<file path="src/rtl/lorenz_decryptor.sv">
// Lorenz keystream decryptor: XORs cipher pixels with bytes from a key FIFO
// and streams one frame of decrypted pixels per start pulse.
module lorenz_decryptor #(
   parameter int FRAME_PIXELS = 4096,
   parameter int KEY_DEPTH    = 16
) (
   input  logic                         clk,
   input  logic                         rst,
   input  logic                         start,
   input  logic [7:0]                   s_axis_key_tdata,
   input  logic                         s_axis_key_tvalid,
   output logic                         s_axis_key_tready,
   input  logic [7:0]                   s_axis_cipher_tdata,
   input  logic                         s_axis_cipher_tvalid,
   output logic                         s_axis_cipher_tready,
   output logic [7:0]                   m_axis_pixel_tdata,
   output logic                         m_axis_pixel_tvalid,
   input  logic                         m_axis_pixel_tready,
   output logic                         m_axis_pixel_tlast,
   output logic                         done,
   output logic [$clog2(KEY_DEPTH):0]   key_level
);

   localparam int AW = $clog2(KEY_DEPTH);
   localparam int LW = AW + 1;
   localparam int CW = $clog2(FRAME_PIXELS);

   typedef enum logic [1:0] {IDLE, RUN, DRAIN, DONE} state_t;

   state_t         state, state_nx;
   logic [7:0]     mem [KEY_DEPTH];
   logic [AW-1:0]  wr_ptr, rd_ptr;
   logic [LW-1:0]  level;
   logic [CW-1:0]  count;
   logic           push, pop, final_px, out_hs;

   assign s_axis_key_tready    = (level != LW'(KEY_DEPTH));
   assign push                 = s_axis_key_tvalid && s_axis_key_tready;
   assign s_axis_cipher_tready = (state == RUN) && (level != '0) &&
                                 (!m_axis_pixel_tvalid || m_axis_pixel_tready);
   assign pop                  = s_axis_cipher_tvalid && s_axis_cipher_tready;
   assign final_px             = (count == CW'(FRAME_PIXELS - 1));
   assign out_hs               = m_axis_pixel_tvalid && m_axis_pixel_tready;
   assign key_level            = level;

   always_ff @(posedge clk) begin
      if (push) begin
         mem[wr_ptr] <= s_axis_key_tdata;
      end
   end

   // Pointers wrap naturally because the depth is a power of two.
   always_ff @(posedge clk) begin
      if (rst) begin
         wr_ptr <= '0;
         rd_ptr <= '0;
         level  <= '0;
      end else begin
         if (push) wr_ptr <= wr_ptr + 1'b1;
         if (pop)  rd_ptr <= rd_ptr + 1'b1;
         if (push && !pop)      level <= level + 1'b1;
         else if (!push && pop) level <= level - 1'b1;
      end
   end

   always_ff @(posedge clk) begin
      if (rst) begin
         m_axis_pixel_tdata  <= '0;
         m_axis_pixel_tvalid <= 1'b0;
         m_axis_pixel_tlast  <= 1'b0;
      end else if (pop) begin
         m_axis_pixel_tdata  <= s_axis_cipher_tdata ^ mem[rd_ptr];
         m_axis_pixel_tvalid <= 1'b1;
         m_axis_pixel_tlast  <= final_px;
      end else if (out_hs) begin
         m_axis_pixel_tvalid <= 1'b0;
         m_axis_pixel_tlast  <= 1'b0;
      end
   end

   always_ff @(posedge clk) begin
      if (rst) begin
         count <= '0;
      end else if (state == IDLE && start) begin
         count <= '0;
      end else if (pop) begin
         count <= count + 1'b1;
      end
   end

   always_ff @(posedge clk) begin
      if (rst) state <= IDLE;
      else     state <= state_nx;
   end

   always_comb begin
      state_nx = state;
      done     = 1'b0;
      unique case (state)
         IDLE:  if (start) state_nx = RUN;
         RUN:   if (pop && final_px) state_nx = DRAIN;
         DRAIN: if (out_hs && m_axis_pixel_tlast) state_nx = DONE;
         DONE: begin
            done     = 1'b1;
            state_nx = IDLE;
         end
         default: state_nx = IDLE;
      endcase
   end

endmodule

</file>
<file path="config.mk">
export PLATFORM = sky130hd
export DESIGN_NAME = lorenz_decryptor
export DESIGN_NICKNAME = d
export VERILOG_FILES = /design/src/rtl/lorenz_decryptor.sv
export SDC_FILE = /design/constraint.sdc
export NUM_CORES = 1
export LEC_CHECK = 0
export ABC_AREA = 1
export BUFFER_PORTS_ARGS = -buffer_cell sky130_fd_sc_hd__buf_2
export CORE_MARGIN = 3
export CORE_UTILIZATION = 30
export CTS_BUF_LIST = sky130_fd_sc_hd__clkbuf_4
export DETAILED_ROUTE_END_ITERATION = 10
export PLACE_DENSITY = 0.55
export SYNTH_ARGS = -nofsm -noshare
export SYNTH_HDL_FRONTEND = slang
export SYNTH_SLANG_ARGS = --single-unit
</file>
<file path="constraint.sdc">
create_clock -name clk -period 3.3 [get_ports clk]
set_clock_uncertainty 0.05 [all_clocks]
set_input_delay 0.33 -clock clk [delete_from_list [all_inputs] [get_ports clk]]
set_output_delay 0.33 -clock clk [all_outputs]
set_load 0.02 [all_outputs]
</file>
==> results of run 1 <==
==> routing by layer <==
layer	wire (µm)	vias up	GRT usage, %
met1	7910	2491	16.3
met4	104	0	2.58
li1	-	2752	-
met5	0	-	0
met2	8620	112	22.1
met3	724	14	2.92
==> logic make-up after synthesis <==
logic type	after synthesis
fa+ha+maj	16
flops	169
xor+xnor	7
simple gates	408
compound gates	50
buf+inv	182
==> power by group through the flow <==
stage	clock (W)	combinational (W)	sequential, W
finish	0.00123	0.00123	0.00249
global route	0.00136	0.00140	0.00251
CTS	0.00127	0.00125	0.00249
detailed placement	0	0.00124	0.00254
global placement	0	0.00124	0.00254
floorplan	0	0.000843	0.00259
==> final timing paths <==
kind	startpoint	to	slack, ps
setup / recovery	key_level[1]$_SDFFE_PP0P_	key_level[4]$_SDFFE_PP0P_	780
setup reg to reg	key_level[1]$_SDFFE_PP0P_	key_level[4]$_SDFFE_PP0P_	780
hold reg to reg	count[7]$_SDFFE_PP0P_	count[7]$_SDFFE_PP0P_	450
hold / removal	s_axis_cipher_tdata[0]	m_axis_pixel_tdata[0]$_SDFFE_PP0P_	80
==> critical path, cell delays in order, from the launching register on <==
cell and delay [ps]:
sky130_fd_sc_hd__dfxtp_1 430, sky130_fd_sc_hd__inv_1 90, sky130_fd_sc_hd__nand4_1 120, sky130_fd_sc_hd__nand2_1 130
sky130_fd_sc_hd__inv_1 160, sky130_fd_sc_hd__ha_1 210, sky130_fd_sc_hd__inv_1 110, sky130_fd_sc_hd__fa_1 410
sky130_fd_sc_hd__a21o_1 180, sky130_fd_sc_hd__a21oi_1 180, sky130_fd_sc_hd__nor2_1 60, sky130_fd_sc_hd__nor2_1 80
sky130_fd_sc_hd__nand2_1 70, sky130_fd_sc_hd__nand2_1 60, sky130_fd_sc_hd__nand2_1 40, sky130_fd_sc_hd__nor2_1 80
==> synth_stat cells (7+ instances only) <==
master / number
sky130_fd_sc_hd__a21oi_1: 24
sky130_fd_sc_hd__buf_4: 12
sky130_fd_sc_hd__buf_2: 12
sky130_fd_sc_hd__ha_1: 15
sky130_fd_sc_hd__nand2_1: 229
sky130_fd_sc_hd__inv_1: 146
sky130_fd_sc_hd__nor3_1: 7
sky130_fd_sc_hd__o21a_1: 8
sky130_fd_sc_hd__nor2_1: 40
sky130_fd_sc_hd__dfxtp_1: 41
sky130_fd_sc_hd__o21ai_0: 9
sky130_fd_sc_hd__edfxtp_1: 128
sky130_fd_sc_hd__nand3_1: 122
==> what timing repair did <==
action / in CTS / in global routing
hold buffers: 3 / 0
endpoints found under the hold margin: 4 / 0
resized for setup: 0 / 0
==> state kept, by name, indices dropped and copies added (netlist names), named ones only <==
signal	cells
count	12
key_level	5
m_axis_pixel_tdata	8
m_axis_pixel_tlast	1
m_axis_pixel_tvalid	1
mem	128
rd_ptr	4
state	2
wr_ptr	4
==> per-stage QoR <==
| stage | hold WS, ps | area (µm²) |
|---|---|---|
| 2_1_floorplan | 379 | 7720 |
| 3_3_place_gp | 425 | 8190 |
| 3_5_place_dp | 432 | 8190 |
| 4_1_cts | 23.9 | 8520 |
| 5_1_grt | 65.1 | 8520 |
| 6_report | 80.4 | 8520 |
==> layout make-up <==
type / instances / area (µm²) / area share (%)
inverter: 151 / 567 / 6.65
antenna: 1 / 2.50 / 0.0294
multi-input combinational: 481 / 2300 / 27.0
clock inverter: 15 / 165 / 1.94
timing repair buffer: 49 / 278 / 3.26
sequential: 169 / 4670 / 54.8
tap: 330 / 413 / 4.85
clock buffer: 17 / 128 / 1.50
==> insert_results.sql, run 1 <==
INSERT INTO impl_metrics (metric_group, metric, value, unit) VALUES
('place', 'gp_congestion', '0.760', ''),
('global_route', 'wire_length_of_the_first_global_routing_pass', '27500', 'µm'),
('sta', 'slew-limit-headroom', '44.5', '%'),
('global_route', 'global_route.overflow_total', '0', ''),
('sta', 'finalCriticalPeriod', '2520', 'ps'),
('setup_path', 'crit_path_start_kind', 'flop', ''),
('sta', 'final_min_period_over_clock_period', '76.5', '%'),
('clocking', 'post_cts.repair.setup_buffers', '0', ''),
('finish', 'nFillCells', '2676', ''),
('run', 'max_cap_viol_count', '0', ''),
('floorplan', 'fp-row-count', '58', ''),
('route', 'first_pass_iters', '6', ''),
('sta', 'timing_worst_slew_pin_value', '829', 'ps'),
('floorplan', 'fp.dieH', '166', 'µm'),
('worst_hold_path', 'holdPathStages', '6', ''),
('setup_path', 'crit_arrival', '2950', 'ps'),
('status', 'outcome', 'finished, final reports clean', ''),
('finish', 'fin_nets', '907', ''),
('route', 'drtIter0Drc', '433', ''),
('synthesis', 'synth_xor_area_share', '0.794', '%'),
('synthesis', 'synthMuxAreaShare', '0', '%'),
('floorplan', 'floorplan.core_area', '25300', 'µm²'),
('clocking', 'tritoncts', 'built', ''),
('pwr', 'switching_share', '34.0', '%'),
('pwr', 'worst_ir_drop_on_vdd', '0.000267', 'V'),
('synthesis', 'synthAdderAreaFrac', '2.69', '%'),
('place', 'port-buffer-count', '39', ''),
('setup_path', 'setup.worst_path.end_class', 'flop', ''),
('pwr', 'internal_power', '0.00327', 'W'),
('worst_hold_path', 'hold_class', 'input port to flop', ''),
('finish', 'mostFrequentLayoutCells', '229 x sky130_fd_sc_hd__nand2_1, 146 x sky130_fd_sc_hd__inv_1, 128 x sky130_fd_sc_hd__edfxtp_1', ''),
('pwr', 'final_power', '0.00496', 'W'),
('route', 'via_to_cell_ratio', '4.43', ''),
('global_route', 'first_global_vias', '5095', ''),
('route', 'drt.antenna.violating_nets', '0', ''),
('synthesis', 'net_count_synth', '870', ''),
('sta', 'post_route_setup_tns', '0', 'ps'),
('synthesis', 'dominantRegCellSynth', 'sky130_fd_sc_hd__edfxtp_1', ''),
('global_route', 'antenna_violations_before_repair', '1', ''),
('clocking', 'cts_buffers', '17', ''),
('clocking', 'clkLatencyLatePin', '550', 'ps'),
('clocking', 'number_of_buffers_on_the_longest_clock_path', '2', ''),
('synthesis', 'synth_top_cells_by_area', 'sky130_fd_sc_hd__edfxtp_1 50%, sky130_fd_sc_hd__nand2_1 11%, sky130_fd_sc_hd__dfxtp_1 11%, sky130_fd_sc_hd__nand3_1 7.9%, sky130_fd_sc_hd__inv_1 7.1%', ''),
('setup_path', 'worstSetupPathType', 'flop to flop', ''),
('floorplan', 'initial_core_util', '30.6', '%'),
('synthesis', 'synth.avg_cell_area', '9.28', 'µm²'),
('synthesis', 'yosysWarningCount', '0', ''),
('pwr', 'total_leakage_power', '3.60', 'nW'),
('finish', 'post_route_cells_drive_above_1_share', '9.98', '%'),
('floorplan', 'die_width', '166', 'µm'),
('synthesis', 'syn-instance-count', '832', ''),
('global_route', 'grt_max_degree', '65', ''),
('pwr', 'pwr_density_cell', '582', 'nW/µm²'),
('sta', 'max_freq', '396', 'MHz'),
('clocking', 'clock-root-buffer', 'sky130_fd_sc_hd__clkbuf_4', ''),
('synthesis', 'synth-seq-cells', '169', ''),
('sta', 'timing.final.max_slew_violations', '0', ''),
('synthesis', 'synth_top_area_cell', 'sky130_fd_sc_hd__edfxtp_1', ''),
('pwr', 'p_seq_share', '50.3', '%'),
('synthesis', 'yosysTopAreaCellShare', '49.8', '%'),
('synthesis', 'synth_top_family_by_area', 'simple AND/OR/NAND/NOR gates', ''),
('clocking', 'clock_pin_slew_on_the_worst_setup_and_hold_paths', '140', 'ps'),
('synthesis', 'postSynth.asyncResetShare', '0', '%'),
('floorplan', 'io_pins', '40', ''),
('synthesis', 'synth_simple_gate_area_share', '22.4', '%'),
('place', 'place_ws', '801', 'ps'),
('finish', 'area_delta_synth_final', '10.3', '%'),
('place', 'detailedPlacementHpwl', '11400', 'µm'),
('sta', 'final.setup.worst_slack', '777', 'ps'),
('route', 'drt_wl_total', '17400', 'µm'),
('pwr', 'p_clk_share', '24.9', '%');
Note: power is estimated with default switching activity, not from simulation.
==> run 2: changes to the inputs <==
--- a/config.mk
+++ b/config.mk
@@ -11,7 +11,7 @@
 export CORE_UTILIZATION = 30
 export CTS_BUF_LIST = sky130_fd_sc_hd__clkbuf_4
 export DETAILED_ROUTE_END_ITERATION = 10
-export PLACE_DENSITY = 0.55
+export PLACE_DENSITY = 0.56
 export SYNTH_ARGS = -nofsm -noshare
 export SYNTH_HDL_FRONTEND = slang
 export SYNTH_SLANG_ARGS = --single-unit
==> constraint.sdc (replaced) <==
create_clock -name clk -period 2.1 [get_ports clk]
set_clock_uncertainty 0.05 [all_clocks]
set_input_delay 0.21 -clock clk [delete_from_list [all_inputs] [get_ports clk]]
set_output_delay 0.21 -clock clk [all_outputs]
set_load 0.02 [all_outputs]
==> run 2 against run 1 <==
Against the previous run: critical path depth unchanged; core utilization up 2.1 points; via count up 4.3%; clock-buffer cell count unchanged; non-clock buffer count up 52; sequential power up 57%; hold slack worse by 23 ps; the flow now finishes with violations (negative setup slack); combinational power up 91%; die area unchanged; routed wire length up 3.8%; final area up 6.2%.
==> insert_results.sql, run 2 (synthesis gave the netlist of run 1 again) <==
INSERT INTO impl_metrics (metric_group, metric, value, unit) VALUES
('status', 'outcome', 'complete, but fails checks', ''),
('status', 'violations', 'negative setup slack', ''),
('clocking', 'clkLatencyLatePin', '560', 'ps'),
('place', 'detailedPlacementHpwl', '12000', 'µm'),
('floorplan', 'initial_core_util', '30.6', '%'),
('sta', 'post_route_setup_tns', '-60.2', 'ps'),
('pwr', 'worst_ir_drop_on_vdd', '0.000356', 'V'),
('finish', 'nFillCells', '2619', ''),
('floorplan', 'die_width', '166', 'µm'),
('setup_path', 'r2r-start', 'state[1]$_SDFFE_PP0P_', ''),
('route', 'drt-wirelength-per-cell', '14.3', 'µm'),
('sta', 'final.setup.worst_slack', '-60.2', 'ps'),
('floorplan', 'floorplan.core_area', '25300', 'µm²'),
('clocking', 'cts_buffers', '17', ''),
('floorplan', 'io_pins', '40', ''),
('sta', 'max_freq', '463', 'MHz'),
('setup_path', 'cp_data_required_time', '2540', 'ps'),
('clocking', 'clock-sinks', '169', ''),
('sta', 'finalCriticalPeriod', '2160', 'ps'),
('route', 'drt.antenna.violating_nets', '0', ''),
('place', 'port-buffer-count', '39', ''),
('run', 'max_cap_viol_count', '0', ''),
('worst_hold_path', 'hold_class', 'input port to flop', ''),
('sta', 'timing.final.hold_violations', '0', ''),
('clocking', 'clock_pin_slew_on_the_worst_setup_and_hold_paths', '150', 'ps'),
('setup_path', 'crit_path_max_fo', '4', ''),
('finish', 'post_route_cells_drive_above_1_share', '15.0', '%'),
('pwr', 'pwr_density_cell', '894', 'nW/µm²'),
('finish', 'post-route-util', '35.8', '%'),
('clocking', 'tritoncts', 'built', ''),
('global_route', 'grt_max_degree', '49', ''),
('setup_path', 'worst_r2r_path_depth', '15', ''),
('route', 'drt_wl_total', '18000', 'µm'),
('place', 'gp_congestion', '0.820', ''),
('global_route', 'antenna_violations_before_repair', '1', ''),
('finish', 'largest-register', 'mem', ''),
('sta', 'setup-violations-final', '1', ''),
('global_route', 'global_route.overflow_total', '0', ''),
('setup_path', 'r2r_slack', '-60', 'ps'),
('floorplan', 'floorplan.die_area', '27700', 'µm²'),
('finish', 'area_delta_synth_final', '17.2', '%'),
('setup_path', 'crit_path_start_kind', 'flop', ''),
('sta', 'timing_worst_slew_pin_value', '756', 'ps'),
('global_route', 'first_global_vias', '5474', ''),
('route', 'vias', '5602', ''),
('place', 'placed_cells', '1212', ''),
('pwr', 'final_power', '0.00809', 'W'),
('finish', 'fin_nets', '959', ''),
('global_route', 'globalRouteTotalUtil', '13.3', '%'),
('finish', 'largest_register_ffs', '128', ''),
('finish', 'mostFrequentLayoutCell', 'sky130_fd_sc_hd__nand2_1', ''),
('clocking', 'number_of_buffers_on_the_longest_clock_path', '2', ''),
('floorplan', 'fp-row-count', '58', ''),
('finish', 'final_cells', '1264', ''),
('finish', 'largest_registers', 'mem x128, count x12, m_axis_pixel_tdata x8', ''),
('sta', 'rsz0062_at_grt', 'yes', ''),
('finish', 'mostFrequentLayoutCells', '228 x sky130_fd_sc_hd__nand2_1, 143 x sky130_fd_sc_hd__inv_1, 128 x sky130_fd_sc_hd__edfxtp_1', ''),
('setup_path', 'timing.critical_path.from', 'state[1]$_SDFFE_PP0P_', ''),
('setup_path', 'worstSetupPathType', 'flop to flop', ''),
('sta', 'timing.final.max_slew_violations', '0', ''),
('sta', 'slew-limit-headroom', '49.4', '%'),
('clocking', 'clock-root-buffer', 'sky130_fd_sc_hd__clkbuf_4', ''),
('clocking', 'cts.htree.levels', '4', ''),
('setup_path', 'capture_point_of_the_worst_path', 'key_level[4]$_SDFFE_PP0P_', ''),
('setup_path', 'setup.worst_path.end_class', 'flop', ''),
('route', 'first_pass_iters', '5', ''),
('global_route', 'wire_length_of_the_first_global_routing_pass', '29100', 'µm'),
('route', 'drc_errors', '0', ''),
('sta', 'final_min_period_over_clock_period', '103', '%'),
('floorplan', 'fp.dieH', '166', 'µm'),
('setup_path', 'r2r_end', 'key_level[4]$_SDFFE_PP0P_', ''),
('pwr', 'total_leakage_power', '3.87', 'nW'),
('route', 'drtIter0Drc', '330', ''),
('route', 'via_to_cell_ratio', '4.43', ''),
('setup_path', 'crit_arrival', '2600', 'ps');
==> run 2: changes by cell type in the layout (fill, tap and decap cells not counted), sizes merged <==
cell,delta
dlygate4sd3,+16
clkinvlp,-3
bufinv,-1
clkinv,+3
buf,+36
==> run 2: layout make-up <==
class                   instances  area (µm²)  share of cell area, %
repair buffers                101         749                   8.28
diodes                          1        2.50                 0.0277
clock inverters                14         144                   1.59
inverters                     151         572                   6.32
multi-input cells             481        2370                   26.2
flip-flops and latches        169        4670                   51.6
well taps                     330         413                   4.56
clock buffers                  17         128                   1.41
==> run 2: layer usage <==
metal  global-route usage (%)  up-vias  wire length [µm]
met1                     17.6     2627              8590
li1                         -     2850                 -
met4                     4.66        0               385
met2                     21.9       99              8460
met3                     2.75       26               583
met5                        0        -                 0
==> run 2: repair_timing <==
action | CTS | global route
hold buffers | 19 | 0
setup endpoints to repair | 2 | 18
pin swaps | 0 | 4
cloned | 0 | 0
buffers inserted | 1 | 0
resized for setup | 1 | 4
hold endpoints to repair | 147 | 0
==> run 2: power breakdown <==
group | leakage (nW) | internal [W] | switching (W)
logic | 2.23 | 0.000934 | 0.00141
registers | 1.49 | 0.00380 | 0.000111
clock network | 0.149 | 0.000616 | 0.00121
==> run 2: critical path, cell delays in order (launching register included) <==
cell                       delay, ps
sky130_fd_sc_hd__dfxtp_2         370
sky130_fd_sc_hd__inv_2            50
sky130_fd_sc_hd__ha_4            150
sky130_fd_sc_hd__a21boi_4        130
sky130_fd_sc_hd__nand3_2          90
sky130_fd_sc_hd__ha_4            150
sky130_fd_sc_hd__inv_4            50
sky130_fd_sc_hd__fa_2            340
sky130_fd_sc_hd__a21o_1          180
sky130_fd_sc_hd__a21oi_2         130
sky130_fd_sc_hd__nor2_1           50
sky130_fd_sc_hd__nor2_1           90
sky130_fd_sc_hd__nand2_1          70
sky130_fd_sc_hd__nand2_1          50
sky130_fd_sc_hd__nand2_1          40
sky130_fd_sc_hd__nor2_1           80
==> run 2: how the worst min path moves through the flow <==
stage	slack (ps)	start	cells after the start	end
floorplan	260	s_axis_key_tdata[0]	0	mem[0][0]$_DFFE_PP_
global placement	430	rd_ptr[2]$_SDFFE_PP0P_	2	rd_ptr[2]$_SDFFE_PP0P_
detailed placement	430	count[7]$_SDFFE_PP0P_	2	count[7]$_SDFFE_PP0P_
CTS	8	s_axis_cipher_tdata[5]	5	m_axis_pixel_tdata[5]$_SDFFE_PP0P_
global route	50	s_axis_cipher_tvalid	4	key_level[1]$_SDFFE_PP0P_
finish	60	s_axis_cipher_tdata[5]	5	m_axis_pixel_tdata[5]$_SDFFE_PP0P_
==> run 2: metrics by stage <==
step                      instance area [µm²]  hold WS (ps)  worst slack, ps
after floorplan                          7790           259             -236
after global placement                   8560           428            -19.0
after detailed placement                 8560           431            -15.4
after CTS                                9030          7.96            -63.7
after global routing                     9050          47.9             -227
final                                    9050          57.6            -60.2
==> run 3: changes to the inputs <==
--- a/config.mk
+++ b/config.mk
@@ -12,6 +12,7 @@
 export CTS_BUF_LIST = sky130_fd_sc_hd__clkbuf_4
 export DETAILED_ROUTE_END_ITERATION = 10
 export PLACE_DENSITY = 0.56
+export SETUP_SLACK_MARGIN = 0.05
 export SYNTH_ARGS = -nofsm -noshare
 export SYNTH_HDL_FRONTEND = slang
 export SYNTH_SLANG_ARGS = --single-unit
==> run 3 against run 2 <==
Against the previous run: the flow now finishes without violations; die area did not move; critical path type unchanged; cell count rose by 0.16%; hold slack improved by 12 ps; sequential share of layout area rose by 0.11 points; highest routed layer unchanged; setup slack improved by 79 ps; fmax rose by 3.8%.
==> insert_results.sql, run 3 (synthesis gave the netlist of run 1 again) <==
INSERT INTO impl_metrics (metric_group, metric, value, unit) VALUES
('floorplan', 'io_pins', '40', ''),
('finish', 'largest_registers', 'mem x128, count x12, m_axis_pixel_tdata x8', ''),
('floorplan', 'fp-row-count', '58', ''),
('finish', 'nFillCells', '2566', ''),
('setup_path', 'r2r_slack', '20', 'ps'),
('finish', 'area_delta_synth_final', '16.9', '%'),
('global_route', 'globalRouteTotalUtil', '13.1', '%'),
('sta', 'final.setup.worst_slack', '18.4', 'ps'),
('route', 'drt-wirelength-per-cell', '14.1', 'µm'),
('route', 'via_to_cell_ratio', '4.37', ''),
('sta', 'rsz0062_at_grt', 'yes', ''),
('run', 'max_cap_viol_count', '0', ''),
('clocking', 'clock-root-buffer', 'sky130_fd_sc_hd__clkbuf_4', ''),
('global_route', 'antenna_violations_before_repair', '1', ''),
('clocking', 'clock-sinks', '169', ''),
('global_route', 'wire_length_of_the_first_global_routing_pass', '28600', 'µm'),
('worst_hold_path', 'holdPathStages', '6', ''),
('pwr', 'total_leakage_power', '3.85', 'nW'),
('sta', 'final_min_period_over_clock_period', '99.1', '%'),
('clocking', 'cts_buffers', '17', ''),
('global_route', 'global_route.overflow_total', '0', ''),
('place', 'place_ws', '1.26', 'ps'),
('floorplan', 'fp.dieH', '166', 'µm'),
('floorplan', 'floorplan.core_area', '25300', 'µm²'),
('setup_path', 'worst_r2r_path_depth', '15', ''),
('clocking', 'clkLatencyLatePin', '540', 'ps'),
('setup_path', 'crit_path_start_kind', 'flop', ''),
('sta', 'post_route_setup_tns', '0', 'ps'),
('setup_path', 'crit_arrival', '2520', 'ps'),
('clocking', 'tritoncts', 'built', ''),
('setup_path', 'setup.worst_path.end_class', 'flop', ''),
('floorplan', 'initial_core_util', '30.6', '%'),
('sta', 'finalCriticalPeriod', '2080', 'ps'),
('setup_path', 'critical_path.max_stage_delay', '340', 'ps'),
('place', 'detailedPlacementHpwl', '11800', 'µm'),
('route', 'drc_errors', '0', ''),
('setup_path', 'worstPathCellList', 'inv_2, ha_4, a21boi_4, nand3_2, ha_4, inv_4, ha_4, a21o_1, a21oi_2, nor2_1, nor2_1, nand2_1, nand2_1, nand2_1, nor2_1', ''),
('sta', 'timing.final.max_slew_violations', '0', ''),
('route', 'drt_wl_total', '17800', 'µm'),
('setup_path', 'crit_path_max_fo', '4', ''),
('finish', 'mostFrequentLayoutCell', 'sky130_fd_sc_hd__nand2_1', ''),
('route', 'first_pass_iters', '6', ''),
('global_route', 'grt_max_degree', '49', ''),
('global_route', 'first_global_vias', '5367', ''),
('sta', 'timing_worst_slew_pin_value', '662', 'ps'),
('finish', 'fin_nets', '960', ''),
('sta', 'slew-limit-headroom', '55.7', '%'),
('clocking', 'clock_pin_slew_on_the_worst_setup_and_hold_paths', '130', 'ps'),
('place', 'gp_congestion', '0.775', ''),
('route', 'drt.antenna.violating_nets', '0', ''),
('clocking', 'number_of_buffers_on_the_longest_clock_path', '2', ''),
('place', 'port-buffer-count', '39', ''),
('sta', 'max_freq', '480', 'MHz'),
('status', 'outcome', 'finished, final reports clean', ''),
('setup_path', 'timing.critical_path.slowest_stage_cell', 'sky130_fd_sc_hd__dfxtp_2', ''),
('finish', 'post_route_cells_drive_above_1_share', '15.2', '%'),
('setup_path', 'cp_data_required_time', '2540', 'ps'),
('pwr', 'worst_ir_drop_on_vdd', '0.000310', 'V'),
('route', 'vias', '5537', ''),
('finish', 'largest-register', 'mem', ''),
('clocking', 'cts.htree.levels', '4', ''),
('finish', 'mostFrequentLayoutCells', '228 x sky130_fd_sc_hd__nand2_1, 142 x sky130_fd_sc_hd__inv_1, 128 x sky130_fd_sc_hd__edfxtp_1', ''),
('floorplan', 'die_width', '166', 'µm'),
('floorplan', 'floorplan.die_area', '27700', 'µm²'),
('finish', 'largest_register_ffs', '128', ''),
('setup_path', 'worstSetupPathType', 'flop to flop', ''),
('sta', 'setup-violations-final', '0', ''),
('worst_hold_path', 'hold_class', 'input port to flop', ''),
('sta', 'timing.final.hold_violations', '0', ''),
('route', 'drtIter0Drc', '447', ''),
('pwr', 'pwr_density_cell', '875', 'nW/µm²');
[run 3: cell types whose count changed in the layout (fill, tap and decap cells not counted), moves of 2 or more]
| cell | change |
|---|---|
| sky130_fd_sc_hd__clkinv_2 | -3 |
| sky130_fd_sc_hd__clkinvlp_4 | +3 |
| sky130_fd_sc_hd__clkinv_1 | +2 |
| sky130_fd_sc_hd__inv_2 | +2 |
| sky130_fd_sc_hd__clkbuf_4 | +3 |
[run 3: what timing repair did]
item,CTS,global route
setup endpoints to repair,2,2
hold endpoints to repair,146,0
pin swaps,1,5
hold buffers,19,0
setup buffers,0,3
resized for setup,1,2
[run 3: final timing paths]
kind / endpoint / startpoint
setup / recovery: key_level[4]$_SDFFE_PP0P_ / state[1]$_SDFFE_PP0P_
hold / removal: m_axis_pixel_tdata[5]$_SDFFE_PP0P_ / s_axis_cipher_tdata[5]
setup reg to reg: key_level[4]$_SDFFE_PP0P_ / state[1]$_SDFFE_PP0P_
hold reg to reg: count[7]$_SDFFE_PP0P_ / count[7]$_SDFFE_PP0P_
[run 3: area by class of cell]
type,instances,area (µm²),share of cell area (%)
clock buffer,20,150,1.66
sequential,169,4670,51.8
antenna,1,2.50,0.0277
clock inverter,12,92.6,1.03
inverter,151,569,6.31
multi-input combinational,481,2360,26.2
timing repair buffer,102,766,8.48
tap,330,413,4.57
[run 3: routing by layer]
metal | wire length, µm | GRT usage, % | vias to the layer above
li1 | - | - | 2860
met1 | 8560 | 17.6 | 2558
met2 | 8370 | 21.7 | 104
met3 | 657 | 2.44 | 15
met4 | 206 | 3.66 | 0
met5 | 0 | 0 | -
[run 3: critical path: cells and delay by family (launching register included)]
kind / cells / cell delay [ps]
AND/OR/NAND/NOR: 7 / 490
AO/OA/AOI/OAI: 3 / 500
adder cells (fa/ha/maj): 3 / 530
flip-flops: 1 / 340
buffers and inverters: 2 / 150
[run 3: stage by stage]
step / utilization [%] / cells / area (µm²) / hold WS (ps) / power [W]
2_1_floorplan: - / 832 / 7790 / 259 / 0.00551
4_1_cts: 35.6 / 1262 / 9000 / 16.0 / 0.00796
5_1_grt: 35.8 / 1266 / 9030 / 40.1 / 0.00841
3_3_place_gp: 33.9 / 1211 / 8560 / 430 / 0.00625
3_5_place_dp: 33.9 / 1211 / 8560 / 436 / 0.00627
6_report: 35.8 / 1266 / 9030 / 70.0 / 0.00790
[run 3: power breakdown]
part,internal [W],switching (W)
clock,0.000521,0.00112
combinational,0.000926,0.00141
sequential,0.00380,0.000117
